===== src/rtl/if_stage.sv =====
// Instruction-fetch stage: owns the PC, drives a single-outstanding imem request channel and
// loads the IF/ID register, with a one-entry skid buffer for responses that land during a stall.
module if_stage #(
  parameter int unsigned      WIDTH    = 32,
  parameter logic [WIDTH-1:0] RESET_PC = '0,
  parameter logic [WIDTH-1:0] NOP      = '0
) (
  input  logic             clk,
  input  logic             rst,
  input  logic             stall_fetch,
  input  logic             flush_decode,
  input  logic             pcsrc,
  input  logic             jump_decode,
  input  logic [WIDTH-1:0] pc_branch,
  input  logic [WIDTH-1:0] pc_jump,
  output logic             imem_req,
  output logic [WIDTH-1:0] imem_addr,
  input  logic             imem_ready,
  input  logic             imem_rvalid,
  input  logic [WIDTH-1:0] imem_rdata,
  output logic [WIDTH-1:0] instr_decode,
  output logic [WIDTH-1:0] pc_decode,
  output logic             valid_decode
);

  typedef enum logic [1:0] {StIssue, StWait, StHold, StDrop} state_e;

  state_e           state_q;
  logic [WIDTH-1:0] pc_fetch_q, pc_req_q;
  logic [WIDTH-1:0] skid_instr_q, skid_pc_q;
  logic [WIDTH-1:0] instr_q, pc_dec_q;
  logic             valid_q;

  logic             redirect, accept;
  logic [WIDTH-1:0] target, pc_fetch_inc, pc_req_inc;

  assign redirect     = (pcsrc | jump_decode) & ~stall_fetch;
  assign target       = pcsrc ? pc_branch : pc_jump;
  assign pc_fetch_inc = pc_fetch_q + WIDTH'(4);
  assign pc_req_inc   = pc_req_q + WIDTH'(4);

  // WAIT re-issues in the same cycle a response is consumed to sustain one fetch per cycle.
  always_comb begin
    imem_req = 1'b0;
    unique case (state_q)
      StIssue: imem_req = ~stall_fetch;
      StWait:  imem_req = imem_rvalid & ~stall_fetch & ~redirect;
      default: imem_req = 1'b0;
    endcase
  end

  assign accept    = imem_req & imem_ready;
  assign imem_addr = pc_fetch_q;

  always_ff @(posedge clk) begin
    if (rst) begin
      state_q      <= StIssue;
      pc_fetch_q   <= RESET_PC;
      pc_req_q     <= '0;
      skid_instr_q <= '0;
      skid_pc_q    <= '0;
      instr_q      <= NOP;
      pc_dec_q     <= '0;
      valid_q      <= 1'b0;
    end else begin
      // Bubble unless stalled; the cases below override with a real instruction.
      if (!stall_fetch) begin
        instr_q  <= NOP;
        pc_dec_q <= '0;
        valid_q  <= 1'b0;
      end
      unique case (state_q)
        StIssue: begin
          if (accept) begin
            pc_req_q <= pc_fetch_q;
            if (redirect) begin
              pc_fetch_q <= target;
              state_q    <= StDrop;
            end else begin
              pc_fetch_q <= pc_fetch_inc;
              state_q    <= StWait;
            end
          end else if (redirect) begin
            pc_fetch_q <= target;
          end
        end
        StWait: begin
          if (imem_rvalid) begin
            if (stall_fetch) begin
              skid_instr_q <= imem_rdata;
              skid_pc_q    <= pc_req_inc;
              state_q      <= StHold;
            end else if (redirect) begin
              pc_fetch_q <= target;
              state_q    <= StIssue;
            end else begin
              if (!flush_decode) begin
                instr_q  <= imem_rdata;
                pc_dec_q <= pc_req_inc;
                valid_q  <= 1'b1;
              end
              if (accept) begin
                pc_req_q   <= pc_fetch_q;
                pc_fetch_q <= pc_fetch_inc;
              end else begin
                state_q <= StIssue;
              end
            end
          end else if (redirect) begin
            pc_fetch_q <= target;
            state_q    <= StDrop;
          end
        end
        StHold: begin
          if (!stall_fetch) begin
            state_q <= StIssue;
            if (redirect) begin
              pc_fetch_q <= target;
            end else if (!flush_decode) begin
              instr_q  <= skid_instr_q;
              pc_dec_q <= skid_pc_q;
              valid_q  <= 1'b1;
            end
          end
        end
        StDrop: begin
          if (redirect) pc_fetch_q <= target;
          if (imem_rvalid) state_q <= StIssue;
        end
        default: state_q <= StIssue;
      endcase
    end
  end

  assign instr_decode = instr_q;
  assign pc_decode    = pc_dec_q;
  assign valid_decode = valid_q;

endmodule


===== config.mk =====
export PLATFORM = sky130hd
export DESIGN_NAME = if_stage
export DESIGN_NICKNAME = d
export VERILOG_FILES = /design/src/rtl/if_stage.sv
export SDC_FILE = /design/constraint.sdc
export NUM_CORES = 1
export LEC_CHECK = 0
export ABC_AREA = 1
export ABC_CLOCK_PERIOD_IN_PS = 2300
export CORE_MARGIN = 1
export CORE_UTILIZATION = 30
export CTS_BUF_LIST = sky130_fd_sc_hd__clkbuf_8
export CTS_CLUSTER_SIZE = 10
export DETAILED_ROUTE_END_ITERATION = 12
export GPL_TIMING_DRIVEN = 0
export PLACE_DENSITY = 0.58
export SYNTH_ARGS = -nofsm -noshare
export SYNTH_HDL_FRONTEND = slang
export SYNTH_SLANG_ARGS = --single-unit
export TNS_END_PERCENT = 20

===== constraint.sdc =====
create_clock -name clk -period 2.3 [get_ports clk]
set_input_delay 0.345 -clock clk [delete_from_list [all_inputs] [get_ports clk]]
set_output_delay 0.345 -clock clk [all_outputs]
set_load 0.02 [all_outputs]

# Word level (Yosys, flattened, before mapping)
# Cells that the tools add are included.
# op_classes
eq_ne	13
n_bitwise	7
addsub	2
n_mux	50
reduce_logical	6
# ops
op	count
32-bit 2-to-1 mux	29
32-bit case mux with 2 select lines	3
32-bit case mux with 4 select lines	1
32-bit by 3-bit adder with 32-bit output, second input constant	2
2-bit 2-to-1 mux	9
2-bit inequality test, second input constant	6
4-bit inequality test, second input constant	2
2-bit case mux with 4 select lines	1
3-bit inequality test, second input constant	2
3-bit AND reduction	2
1-bit 2-to-1 mux	5
5-bit AND reduction	1
1-bit AND	4
2-bit equality test, second input constant	2
1-bit case mux with 2 select lines	2
4-bit AND reduction	1
2-bit by 1-bit equality test with 1-bit output, second input constant	1
2-bit logical NOT	1
1-bit NOT	2
2-bit nonzero test	1
1-bit OR	1
# word_totals
in_bits	104
register_bits	195

# Logic depth before layout (Yosys ltp)
# depth
depth_word	11
mapped_depth	14

# Least setup slack after synthesis
# Ideal clock, no wire load.
# synth_timing
path_kind	register -> register
start	reg state_q[1]
end	reg pc_req_q[10]
path_stages_with_launch	12
required_ns	2.172
t_arrival_ns	1.743
slack_ns	0.428
period_less_slack_ns	1.872
setup_ns	0.128
cell_sequence	dfxtp_1 -> inv_1 -> ha_1 -> nand2_1 -> inv_2 -> nand2_4 -> nand2_4 -> nand2_4 -> inv_2 -> nand2_1 -> clkbuf_1 -> a21oi_1
# synth_via
elab_chain_len	8
word_cells_on_any_way	14
cone_classes	4 x eq/ne; 6 x mux; 1 x bitwise; 3 x reduce/logical
# synth_rtl
element	line	source
start: declaration	28	state_e state_q;
start signal: assignment	57	state_q <= StIssue;
start signal: assignment	78	state_q <= StDrop;
start signal: assignment	81	state_q <= StWait;
2-bit by 1-bit equality test with 1-bit output or 2-bit logical NOT (tied branches)	45	unique case (state_q)
1-bit case mux with 2 select lines (*)	45	
named net imem_req	16	output logic imem_req,
1-bit AND (*)	52	assign accept = imem_req & imem_ready;
32-bit 2-to-1 mux (*)	--	
32-bit 2-to-1 mux (3 in series)	--	
32-bit case mux with 2 select lines (*)	72	unique case (state_q)
end signal: assignment	75	pc_req_q <= pc_fetch_q;
end signal: assignment	103	pc_req_q <= pc_fetch_q;
end: declaration	29	logic [WIDTH-1:0] pc_fetch_q, pc_req_q;
# The timed path passes the listed nets; every way through them passes the cells marked *. The select of a mux whose other input is x is not followed.
# A chain may end at the register's enable or synchronous reset.

# Final worst setup path
# layout_timing
start	reg state_q[1]
end	out imem_req
# layout_via
elab_chain_len	2
word_cells_on_any_way	3
cone_classes	1 x eq/ne; 1 x mux; 1 x reduce/logical
# layout_rtl
element	line
2-bit by 1-bit equality test with 1-bit output or 2-bit logical NOT (tied branches)	45
1-bit case mux with 2 select lines (*)	45
end: declaration	16
# Mark *: on every way between the ends. The rest lies on a longest branch, timed or not.

==> flow_summary.ini <==
[status]
outcome = finished clean

[timing]
fmax_mhz = 456
hold_viol = 0
fin_crit_sh = 0.953
slew_viol_final = 0
rsz0062_at_grt = true
skew_ns = 0.0234
period_minus_slack_ns = 2.19
finalSetupViolCount = 0
max_slew_margin = 0.380
worst_pin_slew_ns = 0.930

[yosys]
synth.area.top_cells = dfxtp_1 (37%), nand2_1 (17%), a21oi_1 (9.3%)
synth_flop_cell = dfxtp_1
seq_area_frac_synth = 0.368
synth_area_um2 = 10600
synth_area_leader_cell = dfxtp_1
synthesis.nets = 1757
synth-xor-area-share = 0.0157
yosys.area_share.adder = 0.00826
postSynthAreaPerCell_um2 = 6.44
synth_cell_types = 50
synth_edf_count = 0
ys_ff_latch = 195
synth_mux_area_frac = 0.00566
syn_inst = 1646
synth_async_sr_flop_share = 0
synth_compound_area_frac = 0.223
yosysTopAreaCellShare = 0.368
yosys_warnings = 0
synth-simple-area-share = 0.282
synth_top_family_by_area = simple AND/OR/NAND/NOR gates

[grt]
antenna_found_initial = 1
grt_pass1_wl_mm = 60.9
grtUsageMet3 = 0.0350
grt_use_total = 0.217
grt_start_max_net_pins = 24
grt_pass1_vias = 10900
grtUsageMet1 = 0.289
grt.met2_usage = 0.350
grt.busiest_layer = met2
grt_overflow = 0

[drt]
wl_mm = 39.4
vias = 11600
detail_route.wl_per_cell_um = 16.9
drcViolationCount = 0
detail-route-antenna-nets = 0
dr.pass1.iters = 6
via_per_inst = 4.97
drtIter0Drc = 821

[setup_path]
critical_path_required_ns = 1.96
critPathLaunchType = register
r2r-end = pc_decode[29]
ff2ff_path_depth = 11
setup.worst_path.start = state_q[1]
path_max_fanout = 7
cp-end-kind = primary output
arrival_ns = 1.85
critPathKind = register to primary output
reg2reg_from = state_q[0]
worst-r2r-setup-slack_ns = 0.11

[cells_and_area]
syn2layout_area_growth_pct = 29.0
fillCellCount = 3736
nets = 1973
design_area_um2 = 13700
drive_gt1_frac = 0.0597
finish.utilization = 0.395

[placed_design]
dpl.hpwl_mm = 30.7
numPortBuffers = 198
gp_congestion = 0.935
place_area_um2 = 13200

[pwr]
swShare = 0.460
power.switching_mw = 5.53
clockPowerShare = 0.204
p_per_area_nw_per_um2 = 878
pwr-share-seq = 0.371
comb_power_share = 0.425
p_int_mw = 6.49
ir_worst_vdd_v = 0.000430
p_leak_nw = 5.18

[die]
coreArea_um2 = 34600
initial_core_util = 0.306
die_h_um = 190
die_area_um2 = 36100
ioPinCount = 202
num_rows = 68
die_width_um = 190

[clock_tree]
cts_tree = built
clockRootBuffer = clkbuf_8
path_clk_slew_ns = 0.14
cts.sinks = 195
clk_latency_ns = 0.49
postCtsSetupBuffers = 0
cts_buffers = 17
cts_buffer_depth = 2
htree_levels = 4

[min_path]
hold_path_class = input port to register
hold_depth = 3
min-delay-start = rst
hold_end = instr_decode[5]

[flow_run]
cap_violations = 0
==> state kept, by name, summed over array words and instances (netlist names) <==
signal	cells
valid_decode	1
pc_decode	32
instr_decode	32
imem_addr	32
skid_pc_q	32
state_q	2
skid_instr_q	32
pc_req_q	32
==> cell usage in the layout, fill, tap and decap left out, drive strengths merged, types with 13 or more instances in the layout <==
cell type,Yosys,layout
nand2,480,480
a21oi,199,199
clkdlybuf4s50,0,197
dfxtp,195,195
o21ai,184,184
inv,163,172
nor2,116,116
nand3,86,86
clkbuf,61,76
buf,27,29
nor3,22,22
xor2,18,18
o211ai,18,18
a22oi,14,14
nand4,13,13
==> synth_stat cells (all sizes together) (18+ instances only) <==
master,instances
nand2,480
nor2,116
o211ai,18
xor2,18
o21ai,184
dfxtp,195
clkbuf,61
inv,163
nor3,22
buf,27
nand3,86
a21oi,199
==> power groups by stage <==
stage               clock network (mW)  logic [mW]  registers, mW
detailed placement                   0        4.97           4.51
finish                            2.45        5.11           4.46
floorplan                            0        2.90           4.54
CTS                               2.50        5.05           4.44
global placement                     0        4.91           4.51
global route                      2.64        5.61           4.52
==> critical path, cell delays in order (launching register included) <==
cell and delay, ns:
dfxtp_2 0.36, inv_1 0.13, ha_4 0.23, nand2_2 0.13, inv_2 0.11, nand2_4 0.10
nand2_4 0.11, buf_2 0.18
==> worst max path at each step <==
stage	endpoint	slack, ns
2_1_floorplan	pc_req_q[10]	0.43
3_3_place_gp	instr_decode[10]	-0.35
3_5_place_dp	instr_decode[4]	-0.41
4_1_cts	imem_req	0.005
5_1_grt	pc_decode[29]	-0.06
6_report	imem_req	0.11
==> timing repair <==
action	in CTS	in global routing
endpoints found under the setup margin	150	111
hold buffers	0	0
pin swaps	0	1
gates resized for setup	19	29
hold endpoints to repair	0	0
==> logic make-up (layout without fill, tap and decap cells) <==
family          count (synthesis)  count (layout)
compound gates                440             440
xor+xnor                       19              19
fa+ha+maj                       7               7
buf+inv                       256             485
flops                         195             195
mux                             6               6
other cells                     0               1
simple gates                  723             723
==> final cells by class <==
cell class              count  area (um2)  area share
flip-flops and latches    195        3910       0.285
clock buffers              17         234      0.0171
well taps                 455         569      0.0416
multi-input cells        1195        5740       0.419
plain buffers              87         412      0.0301
diodes                      1        2.50    0.000183
repair buffers            198        1980       0.144
inverters                 168         638      0.0466
clock inverters            15         210      0.0154
==> metal layers <==
metal	up-vias	part of all wire
li1	5831	-
met1	5264	0.46
met2	434	0.45
met3	59	0.064
met4	0	0.024
met5	-	0
==> through the flow <==
step	setup slack, ns	TNS, ns	power (mW)	std cells	hold slack (ns)
2_1_floorplan	0.428	0	7.44	1646	0.425
3_3_place_gp	-0.349	-20.50	9.42	2299	0.434
3_5_place_dp	-0.408	-24.90	9.48	2299	0.439
4_1_cts	0.00485	0	12.0	2330	0.427
5_1_grt	-0.0560	-0.0991	12.8	2331	0.452
6_report	0.107	0	12.0	2331	0.451
(Power assumes the default switching activity.)
